### src/rtl/g_alu_32.sv
// 32-bit ALU: ADD/SUB on a shared full-adder carry chain, logic ops and shifts,
// with the result and carry flag registered.

module g_alu_32_fa (
  input  logic a,
  input  logic b,
  input  logic cin,
  output logic s,
  output logic cout
);
  assign s    = a ^ b ^ cin;
  assign cout = (a & b) | (a & cin) | (b & cin);
endmodule

module g_alu_32_adder #(
  parameter int unsigned W = 32
) (
  input  logic [W-1:0] a,
  input  logic [W-1:0] b,
  input  logic         cin,
  output logic [W-1:0] sum,
  output logic         cout
);
  logic [W:0] c;

  assign c[0] = cin;

  for (genvar i = 0; i < W; i++) begin : g_chain
    g_alu_32_fa u_fa (
      .a    (a[i]),
      .b    (b[i]),
      .cin  (c[i]),
      .s    (sum[i]),
      .cout (c[i+1])
    );
  end

  assign cout = c[W];
endmodule

module g_alu_32 (
  input  logic        clk,
  input  logic        rst_n,
  input  logic [31:0] In1,
  input  logic [31:0] In2,
  input  logic        CI,
  input  logic [2:0]  A,
  output logic [31:0] FinalOut,
  output logic        CO
);
  typedef enum logic [2:0] {
    OP_ADD = 3'b000,
    OP_SUB = 3'b001,
    OP_AND = 3'b010,
    OP_OR  = 3'b011,
    OP_XOR = 3'b100,
    OP_NOR = 3'b101,
    OP_SLL = 3'b110,
    OP_SRL = 3'b111
  } op_e;

  op_e         op;
  logic        is_sub;
  logic [31:0] add_b;
  logic        add_cin;
  logic [31:0] add_sum;
  logic        add_cout;
  logic [31:0] result;
  logic        carry;

  assign op = op_e'(A);

  // SUB reuses the adder as In1 + ~In2 + ~CI, so CO reads as "no borrow".
  assign is_sub  = (op == OP_SUB);
  assign add_b   = is_sub ? ~In2 : In2;
  assign add_cin = is_sub ? ~CI  : CI;

  g_alu_32_adder #(.W(32)) u_adder (
    .a    (In1),
    .b    (add_b),
    .cin  (add_cin),
    .sum  (add_sum),
    .cout (add_cout)
  );

  always_comb begin
    result = '0;
    carry  = 1'b0;
    case (op)
      OP_ADD,
      OP_SUB: begin
        result = add_sum;
        carry  = add_cout;
      end
      OP_AND:  result = In1 & In2;
      OP_OR:   result = In1 | In2;
      OP_XOR:  result = In1 ^ In2;
      OP_NOR:  result = ~(In1 | In2);
      OP_SLL:  result = In1 << In2[4:0];
      OP_SRL:  result = In1 >> In2[4:0];
      default: result = '0;
    endcase
  end

  always_ff @(posedge clk or negedge rst_n) begin
    if (!rst_n) begin
      FinalOut <= '0;
      CO       <= 1'b0;
    end else begin
      FinalOut <= result;
      CO       <= carry;
    end
  end
endmodule

### config.mk
export PLATFORM = sky130hd
export DESIGN_NAME = g_alu_32
export DESIGN_NICKNAME = d
export VERILOG_FILES = /design/src/rtl/g_alu_32.sv
export SDC_FILE = /design/constraint.sdc
export NUM_CORES = 1
export LEC_CHECK = 0
export ABC_AREA = 1
export BUFFER_PORTS_ARGS = -buffer_cell sky130_fd_sc_hd__buf_2
export CAP_MARGIN = 10
export CORE_AREA = 2 2 160 162
export CTS_BUF_LIST = sky130_fd_sc_hd__clkbuf_2 sky130_fd_sc_hd__clkbuf_4 sky130_fd_sc_hd__clkbuf_8
export DETAILED_ROUTE_END_ITERATION = 8
export DIE_AREA = 0 0 162 164
export GPL_TIMING_DRIVEN = 0
export PLACE_DENSITY = 0.56
export SETUP_SLACK_MARGIN = 0.5
export SYNTH_ARGS = -nofsm -noshare
export SYNTH_HDL_FRONTEND = slang
export SYNTH_SLANG_ARGS = --single-unit
### constraint.sdc
create_clock -name clk -period 1.1 [get_ports clk]
set_input_delay 0.275 -clock clk [delete_from_list [all_inputs] [get_ports clk]]
set_output_delay 0.275 -clock clk [all_outputs]
set_load 0.005 [all_outputs]
==> flow_summary.ini, run 1 <==
[run_status]
outcome = complete, but fails checks
violations = hold timing, setup timing

[job]
max_cap_violations = 0

[grt]
grt_pass1_wl_um = 60300
antenna_found_initial = 0
grt_max_degree = 34
overflow = 0
grtUsageTotal_pct = 31.6
grt_pass1_vias = 8861

[power_and_ir_drop]
vdd_drop_max_v = 0.000433
leakagePower_nw = 4.53
p_per_area_nw_per_um2 = 742

[clocking]
cts_buffer_depth = 2
cts_tree = done
cts_buffers = 5
root_buffer = clkbuf_8
path_clk_slew_ns = 0.09
htreeDepth = 2
cts_sinks = 33

[drt]
dr.pass1.iters = 6
viasPerCell = 5.57
final_antenna_net_count = 0
drtIter0Drc = 1200
num_vias = 9351
drc = 0
wl_per_cell_um = 25.0
wl_um = 41900

[setup_path]
max_stage_delay_ns = 0.53
arrival_ns = 13.26
crit_fanout = 10
critPathRequiredTime_ns = 1.33
endpoint_kind = flip-flop
cpMostUsedCell = fa_2
startpoint_type = primary input
crit_type = in2reg
slowest_stage = fa_2

[sta]
finalWorstSetupSlack_ns = -11.93
min_period_ns = 13.03
setup_viol = 34
setup-tns-final_ns = -204.24
slew_headroom_pct = 42.6
finalHoldViolCount = 33
drv_slew = 0
hold_slack_ns = -0.114
tightest_slew_ns = 0.861
max_freq_mhz = 76.8
rsz0062_at_grt = true
finalCritPeriodShare_pct = 1180

[logic_synthesis]
avgSynthCellArea_um2 = 6.01
yosysWarnings = 0
syn-cell-area_um2 = 7350
synth_cell_types = 30
synth_nets = 1390
netlist_instances = 1223
yosysSeqAreaShare_pct = 11.2
yosys_register_bits = 33

[die]
chipWidth_um = 162
rows = 58
die-area_um2 = 26600
initial_core_util_pct = 29.6
io_pins = 103
coreArea_um2 = 24800
die_y_um = 164

[cells_and_area]
area_growth_pct = 20.3
drive_above_1_share_pct = 18.8
antenna_cells = 0
nFillCells = 2811
mostFrequentLayoutCells = nand3_1, nand2_1, buf_2
final_common_cell = nand3_1
fin_cells = 1679
postLayoutCellArea_um2 = 8830
postLayoutCoreUtil_pct = 35.6
nets = 1515

[place]
dp_cells = 1655
gp_congestion = 1.04
io_buffer_count = 102
post-dp-hpwl_um = 34000
placed_area_um2 = 8390

[hold_path]
min_path_type = in2async
power by group:
part | leakage, nW | internal, W | total, W | switching (W)
Combinational | 4.08 | 0.00138 | 0.00406 | 0.00267
Clock | 0.0484 | 0.000466 | 0.00107 | 0.000601
Sequential | 0.404 | 0.00139 | 0.00143 | 0.0000396
area by class of cell:
type,count,area [µm²],share of cell area (%)
repair buffers,118,694,7.86
well taps,330,413,4.67
inverters,135,519,5.88
plain buffers,75,442,5.00
clock inverters,2,10.0,0.113
flip-flops and latches,33,826,9.35
multi-input cells,980,5850,66.3
clock buffers,6,76.3,0.864
Yosys cell counts:
master	number	area (µm²)
buf_2	31	155
nor3_1	3	15.0
dfrtp_1	33	826
nand4_1	16	100
nand2_2	1	6.26
xnor2_1	1	8.76
nand3b_1	6	45.0
clkbuf_1	27	101
buf_1	10	37.5
o21ai_0	13	65.1
nand3_1	442	2210
nor2_2	3	18.8
a21oi_1	10	50.1
o21ai_1	3	15.0
inv_2	10	37.5
a22oi_1	2	15.0
or2_2	4	25.0
o211ai_1	4	30.0
nand2_1	279	1050
nor3_4	1	16.3
nand3_2	1	10.0
fa_1	32	641
buf_4	5	37.5
ha_1	65	813
inv_1	125	469
xor2_1	32	280
nor2_1	59	221
nor2_4	1	11.3
or2_1	2	12.5
buf_6	2	22.5
sequential cells by signal (all words and copies together), names as in the netlist:
register	cells
FinalOut	32
CO	1
repair_timing:
item,in CTS,in global routing
endpoints found under the hold margin,33,33
setup buffers,15,1
gates resized for setup,66,8
setup endpoints to repair,99,66
pin swaps,36,7
cell families (layout without fill, tap and decap cells):
family	Yosys count	in the layout	synth area share (%)
xor+xnor	33	33	3.93
flops	33	33	11.2
buf+inv	210	336	11.7
simple gates	818	818	50.9
fa+ha+maj	97	97	19.8
compound gates	32	32	2.38
metrics by stage:
step / setup slack, ns / power [W]
floorplan: -11.58 / 0.00369
global placement: -12.74 / 0.00523
detailed placement: -12.68 / 0.00525
CTS: -11.99 / 0.00651
global route: -12.24 / 0.00702
finish: -11.93 / 0.00655
per-layer routing:
layer	global-route usage, %	wire length [µm]	up-vias	share of wire (%)
li1	-	-	4282	-
met1	43.2	18100	4435	43
met2	48.5	17800	525	43
met3	5.48	3740	109	8.9
met4	14.4	2260	0	5.4
met5	0	0	-	0
worst max-delay path: cells and delay by family:
kind	cells	cell delay, ns
XOR/XNOR	1	0.17
adder cells (fa/ha/maj)	31	11.92
buffers and inverters	6	0.75
AND/OR/NAND/NOR	2	0.11
worst paths after layout:
path	start	end	slack, ns	depth (start not counted)
min in group clk	In1[31]	CO$_DFF_PN0_	0.51	4
hold / removal	rst_n	FinalOut[6]$_DFF_PN0_	-0.11	1
setup / recovery	In2[1]	FinalOut[31]$_DFF_PN0_	-11.93	40
max in group asynchronous	rst_n	FinalOut[14]$_DFF_PN0_	0.85	1
No activity file was read; power rests on OpenSTA's default activity.
==> inputs of run 2 (changes only) <==
--- a/config.mk
+++ b/config.mk
@@ -8,13 +8,15 @@
 export ABC_AREA = 1
 export BUFFER_PORTS_ARGS = -buffer_cell sky130_fd_sc_hd__buf_2
 export CAP_MARGIN = 10
-export CORE_AREA = 2 2 160 162
+export CORE_AREA = 2 2 165 167
 export CTS_BUF_LIST = sky130_fd_sc_hd__clkbuf_2 sky130_fd_sc_hd__clkbuf_4 sky130_fd_sc_hd__clkbuf_8
 export DETAILED_ROUTE_END_ITERATION = 8
-export DIE_AREA = 0 0 162 164
+export DIE_AREA = 0 0 167 169
 export GPL_TIMING_DRIVEN = 0
-export PLACE_DENSITY = 0.56
+export MAX_ROUTING_LAYER = met4
+export PLACE_DENSITY = 0.55
 export SETUP_SLACK_MARGIN = 0.5
 export SYNTH_ARGS = -nofsm -noshare
 export SYNTH_HDL_FRONTEND = slang
+export SYNTH_HIERARCHICAL = 1
 export SYNTH_SLANG_ARGS = --single-unit
==> run 2 against run 1 <==
- the run still ends with hold timing, setup timing left
- count of clock-buffer cells in the layout is the same
- critical endpoint unchanged
- utilization shrank 0.19 points
- sequential share of layout area shrank 0.55 points
==> flow_summary.ini, run 2 <==
[drt]
num_vias = 9523
dr.pass1.iters = 6
viasPerCell = 5.68
drtIter0Drc = 1312
wl_per_cell_um = 25.8
drc = 0
wl_um = 43200
final_antenna_net_count = 0

[power_and_ir_drop]
leakagePower_nw = 4.66
vdd_drop_max_v = 0.000519
p_per_area_nw_per_um2 = 733
p_total_w = 0.00687

[place]
post-dp-hpwl_um = 35200
io_buffer_count = 99
dp_cells = 1655
placed_area_um2 = 8880
gp_congestion = 1.08

[cells_and_area]
largest_registers = FinalOut (32), CO (1)
antenna_cells = 0
fin_cells = 1676
postLayoutCellArea_um2 = 9380
nets = 1502
largest_reg_flops = 32
final_common_cell = nand3_1
top_register = FinalOut
mostFrequentLayoutCells = nand3_1, nand2_1, buf_2
area_growth_pct = 20.2
postLayoutCoreUtil_pct = 35.4
drive_above_1_share_pct = 27.3

[clocking]
hold_buffers = 0
cts_tree = done
cts_buffers = 5
path_clk_slew_ns = 0.07
root_buffer = clkbuf_8
htreeDepth = 2
cts_buffer_depth = 2
cts_sinks = 33

[die]
initial_core_util_pct = 29.4
io_pins = 103
rows = 60
die-area_um2 = 28200
coreArea_um2 = 26500
chipWidth_um = 167
die_y_um = 169

[sta]
finalCritPeriodShare_pct = 1140
finalHoldViolCount = 33
tightest_slew_ns = 0.955
setup_viol = 33
rsz0062_at_grt = true
max_freq_mhz = 79.7
hold_slack_ns = -0.0558
finalWorstSetupSlack_ns = -11.44
min_period_ns = 12.54
slew_headroom_pct = 36.3
drv_slew = 0

[logic_synthesis]
synth_ff_type = dfrtp_1
synth_cell_types = 36
synth_top_cell_area_share_pct = 27.3
yosysMostFrequentCell = nand3_1
netlist_instances = 1215
yosys_register_bits = 33
avgSynthCellArea_um2 = 6.42
yosysWarnings = 6
synth_common_cells = nand3_1, nand2_1, inv_1
yosysSeqAreaShare_pct = 10.6
syn-cell-area_um2 = 7800
synth_edf_count = 0
ys_top_cells_by_area = nand3_1, dfrtp_1, ha_1
synthArstFlopShare_pct = 100
synth_nets = 1383
synth_top_area_cell = nand3_1

[grt]
grt_max_degree = 34
antenna_found_initial = 0
overflow = 0
grtUsageTotal_pct = 30.9
grt_pass1_wl_um = 61600
grt_pass1_vias = 8941

[setup_path]
startpoint_type = primary input
critPathRequiredTime_ns = 1.29
cpMostUsedCell = fa_2
crit_fanout = 4
slowest_stage = fa_2
endpoint_kind = flip-flop
arrival_ns = 12.74
crit_type = in2reg
max_stage_delay_ns = 0.43

[run_status]
violations = hold timing, setup timing
outcome = complete, but fails checks

[job]
max_cap_violations = 0

[hold_path]
min_path_type = in2async
[run 2: power by group]
part	internal, W	switching (W)
registers	0.00139	0.0000379
logic	0.00158	0.00295
clock network	0.000463	0.000450
total	0.00344	0.00344
[run 2: per-layer routing]
metal	vias up	track usage [%]	share of wire (%)
li1	4267	-	-
met1	4608	41.3	43
met2	552	46.6	44
met3	96	3.90	8.0
met4	0	14.2	5.5
met5	-	-	0
[run 2: cell type report]
cell class                 instances  area (µm²)
clock inverter                     2        10.0
multi-input combinational        972        6290
clock buffer                       6        76.3
fill                            2949       17100
inverter                         133         514
timing repair buffer             112         634
buffer                            77         602
sequential                        33         826
tap                              341         427
[run 2: logic make-up (layout without fill, tap and decap cells)]
group,count (synthesis),in the layout,synth area share (%)
flip-flops,33,33,10.6
AND/OR/NAND/NOR,803,803,50.8
XOR/XNOR,33,33,3.70
adder cells (fa/ha/maj),98,98,18.8
buffers and inverters,210,330,13.3
AO/OA/AOI/OAI,38,38,2.82
[run 2: per-stage QoR]
| step | setup TNS, ns | setup WS, ns |
|---|---|---|
| floorplan | -199.05 | -11.25 |
| global placement | -216.36 | -11.98 |
| detailed placement | -216.66 | -11.99 |
| CTS | -197.38 | -11.39 |
| global route | -201.14 | -11.57 |
| finish | -198.23 | -11.44 |
[run 2: worst max path at each step]
| stage | end | slack [ns] | startpoint | depth (start not counted) |
|---|---|---|---|---|
| after CTS | FinalOut[31]$_DFF_PN0_ | -11.39 | A[1] | 40 |
| final | FinalOut[31]$_DFF_PN0_ | -11.44 | A[1] | 40 |
| after detailed placement | FinalOut[31]$_DFF_PN0_ | -11.99 | A[2] | 40 |
| after floorplan | FinalOut[31]$_DFF_PN0_ | -11.25 | A[2] | 40 |
| after global routing | FinalOut[31]$_DFF_PN0_ | -11.57 | A[1] | 40 |
| after global placement | FinalOut[31]$_DFF_PN0_ | -11.98 | A[2] | 40 |
[run 2: what timing repair did]
item | CTS | global route
gates cloned | 0 | 0
endpoints found under the hold margin | 0 | 33
pin swaps | 7 | 2
buffers inserted | 13 | 0
gates resized for setup | 70 | 26
endpoints found under the setup margin | 66 | 99
[run 2: worst max-delay path: cells and delay by family]
| kind | cells | cell delay (ns) |
|---|---|---|
| xor gates and xnor gates | 1 | 0.12 |
| adders and majority gates | 32 | 11.51 |
| and+or+nand+nor | 4 | 0.55 |
| buffers and inverters | 3 | 0.28 |
